`src/rtl/vga_bounce_box.sv`:
```
// -----------------------------------------------------------------------------
// vga_bounce_box
//
// Animated pattern source for the VGA controller. It draws a solid box on a
// flat background from the controller's pixel coordinates. The box moves once
// per frame and reflects off the edges of the active area.
//
// Ports
//   iVGA_CLK     in   1   pixel clock
//   iRST_N       in   1   synchronous active-low reset
//   iVGA_X       in  10   current pixel X from the VGA controller
//   iVGA_Y       in  10   current pixel Y from the VGA controller
//   iEnable      in   1   1 = animate, 0 = freeze position (drawing continues)
//   oRed         out 10   red pixel value
//   oGreen       out 10   green pixel value
//   oBlue        out 10   blue pixel value
//   oFrame_Tick  out  1   one-cycle pulse after the last active pixel of a frame
//   oBounce_Cnt  out  8   count of frames in which a bounce occurred (wraps)
//
// All outputs are registered. Colour has one cycle of latency from iVGA_X/Y.
// -----------------------------------------------------------------------------
module vga_bounce_box #(
   parameter int          H_ACT   = 640,
   parameter int          V_ACT   = 480,
   parameter int          BOX_W   = 32,
   parameter int          BOX_H   = 32,
   parameter int          STEP    = 2,
   // {R,G,B}, 10 bits per channel
   parameter logic [29:0] BOX_RGB = {10'h3FF, 10'h000, 10'h000},
   parameter logic [29:0] BG_RGB  = {10'h000, 10'h000, 10'h3FF}
) (
   input  logic       iVGA_CLK,
   input  logic       iRST_N,
   input  logic [9:0] iVGA_X,
   input  logic [9:0] iVGA_Y,
   input  logic       iEnable,
   output logic [9:0] oRed,
   output logic [9:0] oGreen,
   output logic [9:0] oBlue,
   output logic       oFrame_Tick,
   output logic [7:0] oBounce_Cnt
);

   localparam logic [10:0] H_ACT11 = 11'(H_ACT);
   localparam logic [10:0] V_ACT11 = 11'(V_ACT);
   localparam logic [10:0] BOX_W11 = 11'(BOX_W);
   localparam logic [10:0] BOX_H11 = 11'(BOX_H);

   // ---------------------------------------------------------------------------
   // Frame tick detection
   // ---------------------------------------------------------------------------
   logic [19:0] prevXyReg;
   logic        lastPix;
   logic        tickNow;
   logic        updateEn;

   assign lastPix  = (iVGA_X == 10'(H_ACT - 1)) && (iVGA_Y == 10'(V_ACT - 1));
   // A controller that parks on the last pixel through blanking must only
   // produce one tick, so the pair has to differ from the previous cycle.
   assign tickNow  = lastPix && ({iVGA_X, iVGA_Y} != prevXyReg);
   // Position moves on the same edge that raises oFrame_Tick.
   assign updateEn = tickNow && iEnable;

   // ---------------------------------------------------------------------------
   // Per-axis position/direction state. Axis 0 is X, axis 1 is Y.
   // ---------------------------------------------------------------------------
   logic [1:0][9:0] axisPos;
   logic [1:0]      axisBounce;

   genvar gi;
   generate
      for (gi = 0; gi < 2; gi++) begin : gAxis
         localparam int          ACT    = (gi == 0) ? H_ACT : V_ACT;
         localparam int          DIM    = (gi == 0) ? BOX_W : BOX_H;
         localparam logic [10:0] LIMIT  = 11'(ACT - DIM);
         localparam logic [10:0] STEP11 = 11'(STEP);

         logic [9:0]  posReg;
         logic [9:0]  posNext;
         logic        dirReg;      // 1 = increasing, 0 = decreasing
         logic        dirNext;
         logic        bounceAxis;
         logic [10:0] pos11;

         // 11-bit arithmetic so pos+STEP and pos-STEP never wrap.
         assign pos11 = {1'b0, posReg};

         always_comb begin
            posNext    = posReg;
            dirNext    = dirReg;
            bounceAxis = 1'b0;
            if (dirReg) begin
               if (pos11 + STEP11 >= LIMIT) begin
                  posNext    = 10'(LIMIT);
                  dirNext    = 1'b0;
                  bounceAxis = 1'b1;
               end else begin
                  posNext = 10'(pos11 + STEP11);
               end
            end else begin
               if (pos11 <= STEP11) begin
                  posNext    = 10'd0;
                  dirNext    = 1'b1;
                  bounceAxis = 1'b1;
               end else begin
                  posNext = 10'(pos11 - STEP11);
               end
            end
         end

         always_ff @(posedge iVGA_CLK) begin
            if (!iRST_N) begin
               posReg <= 10'd0;
               dirReg <= 1'b1;
            end else if (updateEn) begin
               posReg <= posNext;
               dirReg <= dirNext;
            end
         end

         assign axisPos[gi]    = posReg;
         assign axisBounce[gi] = bounceAxis;
      end
   endgenerate

   // ---------------------------------------------------------------------------
   // Pixel path
   // ---------------------------------------------------------------------------
   logic [10:0] x11;
   logic [10:0] y11;
   logic [10:0] boxX11;
   logic [10:0] boxY11;
   logic        activePix;
   logic        insidePix;
   logic [29:0] pixRgb;

   assign x11    = {1'b0, iVGA_X};
   assign y11    = {1'b0, iVGA_Y};
   assign boxX11 = {1'b0, axisPos[0]};
   assign boxY11 = {1'b0, axisPos[1]};

   assign activePix = (x11 < H_ACT11) && (y11 < V_ACT11);
   assign insidePix = (x11 >= boxX11) && (x11 < boxX11 + BOX_W11) &&
                      (y11 >= boxY11) && (y11 < boxY11 + BOX_H11);

   always_comb begin
      pixRgb = 30'd0;
      if (activePix) begin
         pixRgb = insidePix ? BOX_RGB : BG_RGB;
      end
   end

   // ---------------------------------------------------------------------------
   // Output registers
   // ---------------------------------------------------------------------------
   always_ff @(posedge iVGA_CLK) begin
      if (!iRST_N) begin
         prevXyReg   <= {10'h3FF, 10'h3FF};
         oFrame_Tick <= 1'b0;
         oBounce_Cnt <= 8'd0;
         oRed        <= 10'd0;
         oGreen      <= 10'd0;
         oBlue       <= 10'd0;
      end else begin
         prevXyReg   <= {iVGA_X, iVGA_Y};
         oFrame_Tick <= tickNow;
         // A corner hit bounces both axes but counts as one frame.
         if (updateEn && (|axisBounce)) begin
            oBounce_Cnt <= oBounce_Cnt + 8'd1;
         end
         {oRed, oGreen, oBlue} <= pixRgb;
      end
   end

endmodule

```
`config.mk`:
```
export PLATFORM = sky130hd
export DESIGN_NAME = vga_bounce_box
export DESIGN_NICKNAME = d
export VERILOG_FILES = /design/src/rtl/vga_bounce_box.sv
export SDC_FILE = /design/constraint.sdc
export NUM_CORES = 1
export LEC_CHECK = 0
export ABC_AREA = 1
export CAP_MARGIN = 40
export CORE_MARGIN = 2
export CORE_UTILIZATION = 33
export CTS_BUF_LIST = sky130_fd_sc_hd__clkbuf_8
export CTS_CLUSTER_SIZE = 8
export DETAILED_ROUTE_END_ITERATION = 16
export PLACE_DENSITY = 0.56
export SETUP_SLACK_MARGIN = 0.02
export SYNTH_ARGS = -nofsm -noshare
export SYNTH_HDL_FRONTEND = slang
export SYNTH_SLANG_ARGS = --single-unit
```
`constraint.sdc`:
```
create_clock -name iVGA_CLK -period 2.5 [get_ports iVGA_CLK]
set_clock_uncertainty 0.2 [all_clocks]
set_input_delay 0.25 -clock iVGA_CLK [delete_from_list [all_inputs] [get_ports iVGA_CLK]]
set_output_delay 0.25 -clock iVGA_CLK [all_outputs]
set_load 0.01 [all_outputs]
```
# Word level (Yosys, flattened, before mapping)
# Index checks and enable logic that the tools add are counted.
classes:
  n_reduce_logical: 10
  n_eq_ne: 3
  muxes: 17
  order_cmp: 10
  add_sub_neg: 7
op_table:
  columns: ["op", "count"]
  rows:
  - ["10-bit two-way mux", 6]
  - ["30-bit two-way mux", 1]
  - ["10-bit by 2-bit adder with 11-bit output (second input constant)", 2]
  - ["10-bit by 6-bit adder with 11-bit output (second input constant)", 2]
  - ["10-bit by 11-bit less-than comparator with 1-bit output", 2]
  - ["10-bit greater-or-equal comparator", 2]
  - ["10-bit by 2-bit <= comparator with 1-bit output (second input constant)", 2]
  - ["20-bit inequality test", 1]
  - ["10-bit by 2-bit subtractor with 10-bit output (second input constant)", 2]
  - ["11-bit by 10-bit greater-or-equal comparator with 1-bit output (second input constant)", 1]
  - ["11-bit by 9-bit greater-or-equal comparator with 1-bit output (second input constant)", 1]
  - ["10-bit == test (second input constant)", 1]
  - ["10-bit by 9-bit == test with 1-bit output (second input constant)", 1]
  - ["10-bit less-than comparator (second input constant)", 1]
  - ["10-bit by 9-bit less-than comparator with 1-bit output (second input constant)", 1]
  - ["1-bit two-way mux", 10]
  - ["8-bit by 1-bit adder with 8-bit output (second input constant)", 1]
  - ["1-bit logical AND", 8]
  - ["2-bit AND reduction", 1]
  - ["2-bit OR reduction", 1]
totals:
  out_inout_bits: 39
  input_bits: 23
  register_bits: 81
  elab_cells: 57

# Logic depth before layout (Yosys ltp)
depth:
  word_depth: 6
  depth_mapped: 15
  depth_no_buf: 13

# Least setup slack after synthesis
# No wires, ideal clock.
synth_path:
  path_kind: "reg2reg"
  from: "register gAxis[0].posReg[5]"
  to: "register oRed[8]"
  setup_ns: 0.114
  t_arrival_ns: 1.743
  n_path_buf: 1
  slack_ns: 0.443
  path_stages_with_launch: 14
  path_cell_list: "dfxtp_1 -> clkbuf_2 -> inv_1 -> ha_1 -> inv_1 -> ha_1 -> inv_1 -> o31a_1 -> nor2_1 -> nor2_1 -> nand2_1 -> nor2_1 -> nand2_1 -> nor2_1"
synth_between:
  elab_chain_cells: 6
synth_rtl:
  columns: ["item", "line_no", "source"]
  rows:
  - ["from (decl)", "78", "logic [9:0] posReg;"]
  - ["from (signal assigned)", "116", "posReg <= posNext;"]
  - ["10-bit by 6-bit adder with 11-bit output", "143", "assign insidePix = (x11 >= boxX11) && (x11 < boxX11 + BOX_W11) &&"]
  - ["10-bit by 11-bit less-than comparator with 1-bit output", "143", null]
  - ["1-bit logical AND (*) (2 in a row)", "143", null]
  - ["1-bit logical AND (*)", "144", "(y11 >= boxY11) && (y11 < boxY11 + BOX_H11);"]
  - ["30-bit two-way mux (*)", "149", "pixRgb = insidePix ? BOX_RGB : BG_RGB;"]
  - ["to (signal assigned)", "171", "{oRed, oGreen, oBlue} <= pixRgb;"]
  - ["to (decl)", "37", "output logic [9:0] oRed,"]
# Mark *: on every way between the ends. The rest lies on a longest branch, timed or not.
# A chain may end at the register's enable or synchronous reset.

# Worst setup path after layout
layout_path:
  from: "register gAxis[1].posReg[6]"
  to: "register oBounce_Cnt[2]"
layout_between:
  elab_chain_cells: 6
layout_rtl:
  columns: ["item", "line_no", "source"]
  rows:
  - ["from (decl)", "78", null]
  - ["from (signal assigned)", "116", null]
  - ["10-bit by 2-bit adder with 11-bit output", null, null]
  - ["11-bit by 9-bit greater-or-equal comparator with 1-bit output", "93", "if (pos11 + STEP11 >= LIMIT) begin"]
  - ["1-bit two-way mux", "93", null]
  - ["1-bit two-way mux (*)", "92", "if (dirReg) begin"]
  - ["2-bit OR reduction (*)", "168", "if (updateEn && (|axisBounce)) begin"]
  - ["1-bit logical AND (*)", "168", null]
  - ["to (signal assigned)", "169", "oBounce_Cnt <= oBounce_Cnt + 8'd1;"]
  - ["to (decl)", "41", "output logic [7:0] oBounce_Cnt"]
# Marks and branches as above.

==> flow_metrics.tcl <==
set metrics [dict create \
    status "finished clean" \
    core_area_um2 12500 \
    nets 708 \
    setup_tns_ps 0 \
    yosysWarnings 0 \
    end_kind "register" \
    cp_slowest_cell "dfxtp_1" \
    cts_root_buf "clkbuf_8" \
    path_clk_slew_ps 100 \
    ys_ff_latch 51 \
    synth_area_per_cell_um2 7.14 \
    diodes 0 \
    syn_to_final_growth_pct 20.5 \
    grt_max_degree 33 \
    dp_hpwl_um 8570 \
    grt_remaining_overflow 0 \
    cts_buffer_depth 2 \
    finalSetupViolations 0 \
    holdCritPathClass "reg2reg" \
    vdd_drop_max_mv 0.240 \
    internal_power_uw 1280 \
    pwr_density_cell_nw_per_um2 342 \
    grt_pass1_wl_um 18100 \
    numCtsBuffers 5 \
    io_pins 62 \
    clkPwrFrac_pct 36.4 \
    crit_required_ps 2460 \
    finalCritPeriodShare_pct 93.6 \
    tightest_slew_ps 779 \
    via_per_inst 4.72 \
    fmax_ghz 0.427 \
    synth_ff_type "dfxtp_1" \
    wirelength_um 11100 \
    chipHeight_um 117 \
    chipWidth_um 117 \
    switchingPower_uw 445 \
    power_uw 1720 \
    dieArea_um2 13600 \
    drive_gt1_share_pct 13.9 \
    drtPass1Iterations 4 \
    p_sw_share_pct 25.8 \
    post-route-drc-count 0 \
    holdBufCountCts 0 \
    synth.largest_area_cell "dfxtp_1" \
    antenna_found_initial 0 \
    start_util_pct 33.4 \
    startpoint_type "register" \
    r2r_cells 11 \
    slew_headroom_pct 48.0 \
    clk_latency_ps 310 \
    drt_iter0_drc 182 \
    syn_area_um2 4180 \
    criticalPathCategory "reg2reg" \
    cts_sinks 51 \
    grtUsageTotal_pct 16.8 \
    grt_pass1_vias 3810 \
    seq_area_frac_synth_pct 24.4 \
    critical_path_arrival_ps 2300 \
    path_cells "ha_1, nand4_1, xor2_1, nor2_1, nand2_2, nand2_4, nand2_4, nand2_4, nand2_1, nand2_1, a21oi_2" \
    hold_viol 0 \
    port_buffers 51 \
    detail_route.wl_per_cell_um 13.6 \
    total_leakage_power_uw 0.00217 \
    synth_cell_types 39 \
    synth_cells 586 \
    vias 3862 \
    worstHoldPathCells 2 \
    max_cap_viol_count 0 \
    gp_congestion 0.888 \
    slew_violations 0 \
    synth_edf_count 0 \
    async_flop_share_pct 0 \
    seq_power_share_pct 48.7 \
    htreeDepth 2 \
    rsz0062_at_grt "no" \
    layout_min_cycle_time_ps 2340 \
    cts_tree "yes" \
    cp_max_fo 13 \
    yosysTopAreaCellShare_pct 24.4 \
    synth_area_leaders "dfxtp_1 (24%), ha_1 (12%), nand2_1 (8.1%)" \
    worst_path_largest_cell_delay_ps 460 \
    p_comb_share_pct 14.9 \
    cp_common_cell "nand2_4" \
    antenna_left 0 \
    std_cell_rows 41 \
]
[power groups by stage]
stage,Combinational [uW],Sequential [uW],Clock (uW)
after CTS,260,840,653
after detailed placement,259,858,0
after floorplan,150,858,0
final,257,839,627
after global placement,254,858,0
after global routing,290,842,687
[critical path, delay by kind of cell (launching register included)]
| kind | cells | cell delay, ps |
|---|---|---|
| AO/OA/AOI/OAI | 1 | 60 |
| XOR/XNOR | 1 | 190 |
| AND/OR/NAND/NOR | 8 | 970 |
| flip-flops | 1 | 460 |
| adder cells (fa/ha/maj) | 1 | 310 |
[metal layers]
| layer | share of wire (%) | track usage (%) |
|---|---|---|
| met1 | 47 | 21.4 |
| met4 | 1.4 | 5.41 |
| met2 | 47 | 29.1 |
| met3 | 4.9 | 2.70 |
| met5 | 0 | 0 |
[layout by cell type, fill, tap and decap left out, types with 30 or more instances in the layout]
master           synthesis  layout
nand2_1                 90      90
nor2_1                  66      66
inv_1                   55      55
clkdlybuf4s50_1          0      51
dfxtp_1                 51      47
ha_1                    39      39
o21ai_0                 38      37
buf_4                   33      36
a21oi_1                 35      35
xor2_1                  32      32
nand3_1                 30      30
[path summary, 6_finish.rpt]
kind	endpoint	slack [ps]	from
worst min-delay path	oBounce_Cnt[7]	310	oBounce_Cnt[7]
worst min register to register	oBounce_Cnt[7]	310	oBounce_Cnt[7]
worst max register to register	oBounce_Cnt[2]	160	gAxis[1].posReg[6]
worst max-delay path	oBounce_Cnt[2]	160	gAxis[1].posReg[6]
[sequential cells by signal, indices dropped and copies added (netlist names)]
register / count
prevXyReg: 20
oBlue: 1
oFrame_Tick: 1
oRed: 1
gAxis.dirReg: 2
oBounce_Cnt: 8
gAxis.posReg: 18
[area by class of cell]
class                           count  area [um^2]
Fill cell                        1308         7480
Multi-Input combinational cell    441         2660
Sequential cell                    51         1030
Timing Repair Buffer               88          801
Inverter                           59          221
Tap cell                          172          215
Clock buffer                        6         82.6
Clock inverter                      2         35.0
[per-stage QoR]
stage          setup WS [ps]  hold slack, ps  std cells  cell area [um^2]  utilization [%]
6_report                 160             311        819              5040             40.3
5_1_grt                 23.3             340        819              5040             40.3
4_1_cts                  165             312        819              5030             40.2
3_5_place_dp            47.1             294        811              4910             39.2
3_3_place_gp            6.13             301        811              4910             39.2
2_1_floorplan            443             146        595              4220                -
[cell usage after synthesis (all sizes together) (2+ instances only)]
library cell and count:
o21bai 2, buf 39, nor2 71, ha 39, nand2 96, inv 59
clkbuf 5, xor2 32, nand4 18, a21oi 42, o22ai 2, o211ai 3
xnor2 13, o21ai 38, or2 8, nand3 38, nor3 17, dfxtp 51
a211oi 2, nor4 5
[timing repair]
item | 4_1_cts | 5_1_grt
endpoints found under the setup margin | 0 | 6
setup buffers | 0 | 0
resized for setup | 0 | 6
[cell families after synthesis]
kind of cell | after synthesis | synth area share, %
buffers and inverters | 103 | 12.9
AO/OA/AOI/OAI | 92 | 12.5
AND/OR/NAND/NOR | 255 | 28.9
other | 1 | 0.0897
XOR/XNOR | 45 | 9.43
flip-flops | 51 | 24.4
adder cells (fa/ha/maj) | 39 | 11.7
No activity file was read; power rests on OpenSTA's default activity.
